File: src/rtl/eth_measurer_pkg.sv
// Shared types and constants for the Ethernet ping/pong latency measurer scheduler.
package eth_measurer_pkg;

    typedef enum logic [1:0] {
        ST_IDLE        = 2'd0,
        ST_WAIT_PERIOD = 2'd1,
        ST_REQUEST     = 2'd2,
        ST_WAIT_PONG   = 2'd3
    } state_e;

    localparam logic RESULT_OK   = 1'b0;
    localparam logic RESULT_LOST = 1'b1;

    // True once cnt+1 cycles have elapsed relative to limit; widened so limit=0 and cnt=max behave.
    function automatic logic period_elapsed(input logic [31:0] cnt, input logic [31:0] limit);
        return ({1'b0, cnt} + 33'd1) >= {1'b0, limit};
    endfunction

endpackage

File: src/rtl/eth_measurer_scheduler_if.sv
// Ping request / pong receive / result bus between the scheduler and the measurer datapath.
interface eth_measurer_scheduler_if;
    logic        ping_req;
    logic        ping_ack;
    logic [31:0] ping_id;
    logic        pong_valid;
    logic [31:0] pong_id;
    logic        result_valid;
    logic        result_lost;
    logic [63:0] result_latency;

    modport master (
        output ping_req, ping_id, result_valid, result_lost, result_latency,
        input  ping_ack, pong_valid, pong_id
    );

    modport slave (
        input  ping_req, ping_id, result_valid, result_lost, result_latency,
        output ping_ack, pong_valid, pong_id
    );
endinterface

File: src/rtl/eth_measurer_counter.sv
// Saturating up-counter with synchronous clear, count enable and freeze.
module eth_measurer_counter #(
    parameter int width = 32
) (
    input  logic             s_axi_clk,
    input  logic             s_axi_resetn,
    input  logic             clear,
    input  logic             en,
    input  logic             freeze,
    output logic [width-1:0] count
);

    logic [width-1:0] count_q, count_d;

    // Saturation keeps a long-idle counter from wrapping back below its limit.
    always_comb begin
        count_d = count_q;
        if (clear) begin
            count_d = '0;
        end else if (en && !freeze && (count_q != {width{1'b1}})) begin
            count_d = count_q + width'(1);
        end
    end

    always_ff @(posedge s_axi_clk or negedge s_axi_resetn) begin
        if (!s_axi_resetn) begin
            count_q <= '0;
        end else begin
            count_q <= count_d;
        end
    end

    assign count = count_q;

endmodule

File: src/rtl/eth_measurer_scheduler.sv
// Periodically issues pings, matches returning pongs by id, and reports latency or loss.
//
// state          | meaning
// ST_IDLE        | scheduling off, waiting for enable && time_running
// ST_WAIT_PERIOD | result reported, waiting for period since last issue
// ST_REQUEST     | ping_req held high until ping_ack
// ST_WAIT_PONG   | ping issued, waiting for matching pong or timeout
module eth_measurer_scheduler
    import eth_measurer_pkg::*;
#(
    parameter int          counter_width  = 64,
    parameter logic [31:0] id_reset_value = 32'h0000_0000
) (
    input  logic                     s_axi_clk,
    input  logic                     s_axi_resetn,
    input  logic                     enable,
    input  logic [31:0]              period,
    input  logic [31:0]              timeout,
    input  logic [63:0]              current_time,
    input  logic                     time_running,
    eth_measurer_scheduler_if.master bus,
    output logic [counter_width-1:0] ping_count,
    output logic [counter_width-1:0] pong_count,
    output logic [counter_width-1:0] lost_count,
    output logic                     busy
);

    state_e                   state_q, state_d;
    logic                     ping_req_q, ping_req_d;
    logic [31:0]              ping_id_q, ping_id_d;
    logic                     result_valid_q, result_valid_d;
    logic                     result_lost_q, result_lost_d;
    logic [63:0]              result_latency_q, result_latency_d;
    logic [63:0]              issue_time_q, issue_time_d;
    logic [counter_width-1:0] ping_count_q, ping_count_d;
    logic [counter_width-1:0] pong_count_q, pong_count_d;
    logic [counter_width-1:0] lost_count_q, lost_count_d;
    logic                     busy_q, busy_d;

    logic [31:0] period_cnt, timeout_cnt;
    logic        handshake, pong_hit, timed_out;

    // The whole FSM holds while the timer is stopped, including a pending handshake.
    assign handshake = (state_q == ST_REQUEST) && ping_req_q && bus.ping_ack && time_running;
    assign pong_hit  = (state_q == ST_WAIT_PONG) && time_running && bus.pong_valid
                       && (bus.pong_id == ping_id_q);
    assign timed_out = (state_q == ST_WAIT_PONG) && time_running && (timeout_cnt >= timeout);

    eth_measurer_counter #(.width(32)) u_period_cnt (
        .s_axi_clk    (s_axi_clk),
        .s_axi_resetn (s_axi_resetn),
        .clear        (handshake),
        .en           (state_q != ST_IDLE),
        .freeze       (!time_running),
        .count        (period_cnt)
    );

    eth_measurer_counter #(.width(32)) u_timeout_cnt (
        .s_axi_clk    (s_axi_clk),
        .s_axi_resetn (s_axi_resetn),
        .clear        (handshake),
        .en           (state_q == ST_WAIT_PONG),
        .freeze       (!time_running),
        .count        (timeout_cnt)
    );

    always_comb begin
        state_d          = state_q;
        ping_req_d       = ping_req_q;
        ping_id_d        = ping_id_q;
        result_valid_d   = 1'b0;
        result_lost_d    = result_lost_q;
        result_latency_d = result_latency_q;
        issue_time_d     = issue_time_q;
        ping_count_d     = ping_count_q;
        pong_count_d     = pong_count_q;
        lost_count_d     = lost_count_q;

        case (state_q)
            ST_IDLE: begin
                if (enable && time_running) begin
                    state_d    = ST_REQUEST;
                    ping_req_d = 1'b1;
                end
            end
            ST_WAIT_PERIOD: begin
                if (time_running) begin
                    if (!enable) begin
                        state_d = ST_IDLE;
                    end else if (period_elapsed(period_cnt, period)) begin
                        state_d    = ST_REQUEST;
                        ping_req_d = 1'b1;
                    end
                end
            end
            ST_REQUEST: begin
                if (handshake) begin
                    state_d      = ST_WAIT_PONG;
                    ping_req_d   = 1'b0;
                    issue_time_d = current_time;
                    ping_count_d = ping_count_q + counter_width'(1);
                end
            end
            ST_WAIT_PONG: begin
                // A matching pong wins over a timeout landing in the same cycle.
                if (pong_hit) begin
                    state_d          = ST_WAIT_PERIOD;
                    result_valid_d   = 1'b1;
                    result_lost_d    = RESULT_OK;
                    result_latency_d = current_time - issue_time_q;
                    pong_count_d     = pong_count_q + counter_width'(1);
                    ping_id_d        = ping_id_q + 32'd1;
                end else if (timed_out) begin
                    state_d          = ST_WAIT_PERIOD;
                    result_valid_d   = 1'b1;
                    result_lost_d    = RESULT_LOST;
                    result_latency_d = 64'd0;
                    lost_count_d     = lost_count_q + counter_width'(1);
                    ping_id_d        = ping_id_q + 32'd1;
                end
            end
            default: begin
                state_d    = ST_IDLE;
                ping_req_d = 1'b0;
            end
        endcase

        busy_d = (state_d != ST_IDLE);
    end

    always_ff @(posedge s_axi_clk or negedge s_axi_resetn) begin
        if (!s_axi_resetn) begin
            state_q          <= ST_IDLE;
            ping_req_q       <= 1'b0;
            ping_id_q        <= id_reset_value;
            result_valid_q   <= 1'b0;
            result_lost_q    <= 1'b0;
            result_latency_q <= 64'd0;
            issue_time_q     <= 64'd0;
            ping_count_q     <= '0;
            pong_count_q     <= '0;
            lost_count_q     <= '0;
            busy_q           <= 1'b0;
        end else begin
            state_q          <= state_d;
            ping_req_q       <= ping_req_d;
            ping_id_q        <= ping_id_d;
            result_valid_q   <= result_valid_d;
            result_lost_q    <= result_lost_d;
            result_latency_q <= result_latency_d;
            issue_time_q     <= issue_time_d;
            ping_count_q     <= ping_count_d;
            pong_count_q     <= pong_count_d;
            lost_count_q     <= lost_count_d;
            busy_q           <= busy_d;
        end
    end

    assign bus.ping_req       = ping_req_q;
    assign bus.ping_id        = ping_id_q;
    assign bus.result_valid   = result_valid_q;
    assign bus.result_lost    = result_lost_q;
    assign bus.result_latency = result_latency_q;
    assign ping_count         = ping_count_q;
    assign pong_count         = pong_count_q;
    assign lost_count         = lost_count_q;
    assign busy               = busy_q;

endmodule

File: src/flat_wrapper.sv
// flat-port wrapper written by rule: the top's interface ports become plain ports
module eth_measurer_scheduler_flat import eth_measurer_pkg::*;
#(
    parameter int          counter_width  = 64,
    parameter logic [31:0] id_reset_value = 32'h0000_0000
)
  (s_axi_clk, s_axi_resetn, enable, period, timeout, current_time, time_running, ping_count, pong_count, lost_count, busy, bus_ping_req, bus_ping_id, bus_result_valid, bus_result_lost, bus_result_latency, bus_ping_ack, bus_pong_valid, bus_pong_id);
  eth_measurer_scheduler_if bus_i ();
  input  logic s_axi_clk;
  input  logic s_axi_resetn;
  input  logic enable;
  input  logic [31:0] period;
  input  logic [31:0] timeout;
  input  logic [63:0] current_time;
  input  logic time_running;
  output logic [counter_width-1:0] ping_count;
  output logic [counter_width-1:0] pong_count;
  output logic [counter_width-1:0] lost_count;
  output logic busy;
  output wire logic [$bits(bus_i.ping_req)-1:0] bus_ping_req;
  output wire logic [$bits(bus_i.ping_id)-1:0] bus_ping_id;
  output wire logic [$bits(bus_i.result_valid)-1:0] bus_result_valid;
  output wire logic [$bits(bus_i.result_lost)-1:0] bus_result_lost;
  output wire logic [$bits(bus_i.result_latency)-1:0] bus_result_latency;
  input wire logic [$bits(bus_i.ping_ack)-1:0] bus_ping_ack;
  input wire logic [$bits(bus_i.pong_valid)-1:0] bus_pong_valid;
  input wire logic [$bits(bus_i.pong_id)-1:0] bus_pong_id;
  assign bus_ping_req = bus_i.ping_req;
  assign bus_ping_id = bus_i.ping_id;
  assign bus_result_valid = bus_i.result_valid;
  assign bus_result_lost = bus_i.result_lost;
  assign bus_result_latency = bus_i.result_latency;
  assign bus_i.ping_ack = bus_ping_ack;
  assign bus_i.pong_valid = bus_pong_valid;
  assign bus_i.pong_id = bus_pong_id;
  eth_measurer_scheduler #(.counter_width(counter_width), .id_reset_value(id_reset_value)) u_core (.s_axi_clk(s_axi_clk), .s_axi_resetn(s_axi_resetn), .enable(enable), .period(period), .timeout(timeout), .current_time(current_time), .time_running(time_running), .bus(bus_i), .ping_count(ping_count), .pong_count(pong_count), .lost_count(lost_count), .busy(busy));
endmodule
File: config.mk
export PLATFORM = sky130hd
export DESIGN_NAME = eth_measurer_scheduler_flat
export DESIGN_NICKNAME = d
export VERILOG_FILES = /design/src/rtl/eth_measurer_pkg.sv /design/src/rtl/eth_measurer_scheduler_if.sv /design/src/rtl/eth_measurer_counter.sv /design/src/rtl/eth_measurer_scheduler.sv /design/src/flat_wrapper.sv
export SDC_FILE = /design/constraint.sdc
export NUM_CORES = 1
export LEC_CHECK = 0
export ABC_CLOCK_PERIOD_IN_PS = 10800
export BUFFER_PORTS_ARGS = -buffer_cell sky130_fd_sc_hd__buf_2
export CAP_MARGIN = 10
export CELL_PAD_IN_SITES_DETAIL_PLACEMENT = 1
export CELL_PAD_IN_SITES_GLOBAL_PLACEMENT = 1
export CORE_ASPECT_RATIO = 1.2
export CORE_UTILIZATION = 25
export CTS_BUF_LIST = sky130_fd_sc_hd__clkbuf_4 sky130_fd_sc_hd__clkbuf_8 sky130_fd_sc_hd__clkbuf_16
export CTS_CLUSTER_DIAMETER = 60
export DETAILED_ROUTE_END_ITERATION = 12
export PLACE_DENSITY_LB_ADDON = 0.1
export REMOVE_ABC_BUFFERS = 1
export SYNTH_ARGS = -nofsm -noshare
export SYNTH_HDL_FRONTEND = slang
export SYNTH_SLANG_ARGS = --single-unit
File: constraint.sdc
create_clock -name s_axi_clk -period 10.8 [get_ports s_axi_clk]
set_input_delay 0.54 -clock s_axi_clk [delete_from_list [all_inputs] [get_ports s_axi_clk]]
set_output_delay 0.54 -clock s_axi_clk [all_outputs]
set_load 0.02 [all_outputs]
### Yosys cells after proc, flatten, opt, wreduce, memory -nomap -nowiden

Index checks and enable logic that the tools add are counted.
Widths: inputs -> output; s select.

* multiplexer cells: 27
* order comparisons: 2
* reductions and logical operators: 23
* divide/modulo/power cells: 0
* add/subtract/negate cells: 8
* shift-type cells: 0
* bitwise gates (word level): 1
* equality and inequality tests: 11
* multipliers: 0

Operators by type and width (count)
* $add 64x1->64 const B: 3
* $mux 32: 6
* $mux 64: 2
* $add 32x1->32 const B: 3
* $ne 32x32->1 const B: 2
* $sub 64x64->64: 1
* $add 32x1->33 const B: 1
* $ge 33x32->1: 1
* $eq 32x32->1: 1
* $ge 32x32->1: 1
* $mux 2: 7
* $logic_and 1x1->1: 11
* $mux 1: 10
* $reduce_bool 2->1: 5
* $pmux 2 s4: 1
* $ne 2x1->1 const B: 3
* $reduce_and 2->1: 3
* $reduce_and 6->1: 1
* $eq 2x2->1 const B: 2
* $ne 2x2->1 const B: 2
* $pmux 1 s3: 1
* $reduce_and 3->1: 1
* $reduce_bool 3->1: 1
* $eq 2x1->1 const B: 1
* 2 further kinds: 2

* output and inout port bits: 292
* memory bits (writable): 0
* latch bits: 0
* flip-flop bits (word level): 422
* ROM bits: 0
* memories kept: 0
* logic and storage cells: 85

### Longest topological paths before layout

* word-level depth: 7
* mapped depth: 20

### By module

From an unflattened synthesis, not the netlist that was laid out.

* cell total of the unflattened synthesis: 2679
* area, all modules: 24725.0 um^2

By module, submodules not included
* eth_measurer_scheduler: times used 1, cells an instance 2279, seq. area each 8958.6 um^2, area each 20916.3 um^2
* eth_measurer_counter: times used 2, cells an instance 200, seq. area each 800.8 um^2, area each 1904.3 um^2

### Worst setup path before layout

Ideal clock, no wire load.

* path type: flip-flop to flip-flop
* start: register u_core.u_period_cnt.count_q[0], in the netlist u_core.u_period_cnt.count[0]
* end: register u_core.ping_req_q, in the netlist u_core.bus.ping_req
* arrival time: 3570 ps
* path buffers: 1
* setup slack: 7148 ps
* stages on the path, launching flop included: 21
* clock period less this slack: 3652 ps
* setup time: 83 ps
* path through: dfrtp_1 and3_1 and3_1 and3_1 and3_1 and2_1 clkbuf_1 and3_1 nand3_1 xnor2_1 ha_1 and3_1 nand3_1 nor3_1 nand2_1 nand4b_1 a211oi_1 o21ai_0 a31oi_1 or3_1 o21ai_0

* word-level cells in the longest chain between the ends: 4

Ends and longest elaborated chain
* start: declaration: line eth_measurer_counter.sv:13 `logic [width-1:0] count_q, count_d;`
* start signal: assignment: line eth_measurer_counter.sv:29 `count_q <= count_d;`
* $add 32x1->33: line eth_measurer_pkg.sv:16 `return ({1'b0, cnt} + 33'd1) >= {1'b0, limit};`
* $ge 33x32->1: line eth_measurer_pkg.sv:16
* $ne 2x1->1 (no line)
* $reduce_and 6->1 (no line)
* end signal: assignment: line eth_measurer_scheduler.sv:146 `ping_req_q <= ping_req_d;`
* end: declaration: line eth_measurer_scheduler.sv:29 `logic ping_req_q, ping_req_d;`

Every way passes these cells.
A chain may end at the register's enable or synchronous reset.

### Final worst setup path

Ends and elaborated chain as after synthesis.

==> results.toml <==
[placement]
place_hpwl_um = 64700
port_buffers = 457
place_area_um2 = 27500
gp_congestion = 0.833

[cts]
tritoncts = "built"
ctsLongestPathBuffers = 3
cts_buffers = 57
numClockSinks = 422
htree_levels = 2
clkTransAtPathRegs_ns = 0.06
postCtsSetupBuffers = 0
root_buffer = "clkbuf_16"
worstSkewPairLatency_ns = 0.64

[final_layout]
syn_to_final_growth_pct = 24.6
multi_input_area_um2 = 12300
fill_cells = 11000
drive_gt1_share_pct = 19.9
fin_nets = 3303
fin_area_um2 = 29600
seqCellArea_um2 = 10600
post-route-util_pct = 31.5

[floorplanning]
rows = 123
die_h_um = 340
initial_core_util_pct = 25.3
boundaryPins = 458
die_w_um = 284
die_area_um2 = 96400
core_um2 = 94000

[pwr]
vdd_drop_max_uv = 117
p_leak_nw = 15.3
power.density_nw_per_um2 = 189
power_mw = 5.61

[worst_hold_path]
worstHoldPathType = "input pin to register"
hold_depth = 3
holdPathEnd = "u_core.state_q[0]"
min_from = "enable"

[timing]
fmax_mhz = 235
setup_tns_ns = 0
finalClockSkew_ns = 0.0228
finalSetupViolations = 0
period_share_pct = 39.4
relSlewSlack_pct = 22.0
worst_pin_slew_ns = 1.14
final_max_slew_viol_count = 0
rsz0062_at_grt = "no"
period_minus_slack_ns = 4.26
hold_violations = 0

[route]
vias = 20200
drtPass1Iterations = 5
viasPerCell = 4.69
wl_met3_um = 4090
wl_met1_um = 36200
drt_iter0_markers = 807
drc = 0
top_layer_used = "met5"
wirelength_um = 84000
wl_per_cell_um = 19.5
wl_met2_um = 41900
final_antenna_net_count = 0

[global_route]
grt_overflow = 0
grt_max_degree = 151
grt_pass1_wl_um = 132000
antenna_found_initial = 11
grt_pass1_vias = 21900
grtUsageTotal_pct = 17.4

[worst_setup_path]
crit_path_end_kind = "register"
r2r-end = "u_core.bus.ping_req"
worstPathRequired_ns = 11.28
path_class = "register to register"
rr_worst_depth = 20
critPathArrivalTime_ns = 4.74
start_kind = "register"
critPathMaxFanout = 4
r2r-start = "u_core.u_period_cnt.count[0]"
r2r_slack_ns = 6.54

[synthesis]
synth_top_area_share_pct = 44.4
synth_cell_types = 68
synth_edf_count = 0
avgSynthCellArea_um2 = 9.32
ys.flop_type = "dfrtp_1"
synth-seq-cells = 422
ys_async_sr_fraction_pct = 100
ys.warnings.count = 0
synth_seq_area_share_pct = 44.4
syn_inst = 2554
syn-cell-area_um2 = 23800
synth_top_area_cell = "dfrtp_1"
synth_area_leaders = "dfrtp_1 44%, xnor2_1 7.8%, ha_1 7.0%"

[run]
cap_violations = 0

[outcome]
status = "completed"
-- metrics by stage --
step	instances	hold slack (ns)	setup WS, ns
floorplan	2473	0.244	2.31
global placement	4193	0.461	6.39
detailed placement	4193	0.459	6.29
CTS	4302	0.0707	6.48
global route	4302	0.0882	6.07
finish	4303	0.131	6.54
-- area by class of cell --
type                       count  share of cell area, %
antenna                        1                0.00844
tap                         1250                   5.28
clock buffer                  76                   5.52
inverter                     169                   2.14
multi-input combinational   1882                   41.6
sequential                   422                   35.6
clock inverter                32                   1.69
timing repair buffer         471                   8.15
-- sequential cells by signal (all words and copies together) (netlist names), 32 cells and up --
name and count:
u_core.bus.ping_id 32, u_core.ping_count 64, u_core.u_period_cnt.count 32, u_core.u_timeout_cnt.count 32, u_core.issue_time_q 64, u_core.pong_count 64, u_core.lost_count 64, u_core.bus.result_latency 64
-- cells in the mapped netlist (all sizes together), types with 5 or more instances --
master	count
clkbuf	71
o211ai	11
a211oi	13
nand3	154
or4	6
a21o	60
nand2	292
nand4	89
nor2	177
nor4	23
ha	133
xor2	186
or3	12
and4	24
a31oi	11
a21oi	98
o21bai	5
o21ai	184
xnor2	213
nand2b	9
a41oi	5
and2	19
dfrtp	422
buf	10
o21a	6
and3	66
inv	169
nor3	29
nor2b	14
-- metal layers --
layer  vias to the layer above  global-route usage (%)
li1                       9637                       -
met1                     10100                    21.4
met2                       388                    30.9
met3                       106                    3.69
met4                        12                    4.17
met5                         -                       0
-- cells by family (layout without fill, tap and decap cells) --
logic type / Yosys count / in the layout / synth area share (%)
XOR/XNOR: 399 / 399 / 14.7
AO/OA/AOI/OAI: 416 / 416 / 10.2
flip-flops: 422 / 422 / 44.4
multiplexers: 5 / 5 / 0.226
other: 0 / 1 / 0
adder cells (fa/ha/maj): 134 / 134 / 7.08
buffers and inverters: 250 / 748 / 3.97
AND/OR/NAND/NOR: 928 / 928 / 19.4
-- worst max path at each step --
stage / start / end
global route: u_core.bus.ping_id[6] / u_core.pong_count[55]
finish: u_core.u_period_cnt.count[0] / u_core.bus.ping_req
floorplan: bus_ping_ack / u_core.ping_count[63]
global placement: current_time[0] / u_core.bus.result_latency[60]
CTS: u_core.state_q[1] / u_core.ping_count[63]
detailed placement: current_time[0] / u_core.bus.result_latency[60]
-- where the power goes --
group | internal (mW) | total, mW | leakage (nW) | switching (mW)
combinational | 0.653 | 1.68 | 8.57 | 1.03
clock | 1.31 | 2.12 | 1.05 | 0.807
sequential | 1.73 | 1.80 | 5.67 | 0.0708
total | 3.70 | 5.61 | 15.3 | 1.91
-- worst max-delay path, cell delays in order (launching register included) --
cell	delay (ns)
dfrtp_1	0.42
ha_1	0.23
and3_1	0.23
and3_1	0.26
and2_1	0.19
nand2_1	0.12
nor2_1	0.27
nand3_1	0.15
xnor2_1	0.31
ha_1	0.32
a21o_1	0.18
a21o_1	0.16
a21oi_1	0.17
nor2b_1	0.06
o21ai_0	0.14
nand2b_1	0.08
a21oi_1	0.21
o21ai_0	0.11
a31oi_1	0.26
or3_1	0.17
o21ai_0	0.08
-- repair_timing --
action                    CTS  global route
hold buffers                1             0
gates resized for setup     0             0
hold endpoints to repair   73             0
-- cell usage in the layout (no fill, tap or decap), types with 13 or more instances in the layout --
cell type,Yosys,routed
nand4_1,85,85
xnor2_1,213,213
and4_1,22,22
xor2_1,186,186
buf_2,3,456
dfrtp_1,422,422
a211oi_1,13,13
o21ai_0,179,179
and3_1,66,66
nor2_1,175,173
a21oi_1,98,98
inv_1,169,169
nor3_1,29,29
nor4_1,19,17
ha_1,133,133
nand2_1,292,292
nor2b_1,14,14
a21o_1,60,60
clkbuf_16,0,57
nand3_1,153,152
and2_1,18,18
No activity file was read; power rests on OpenSTA's default activity.
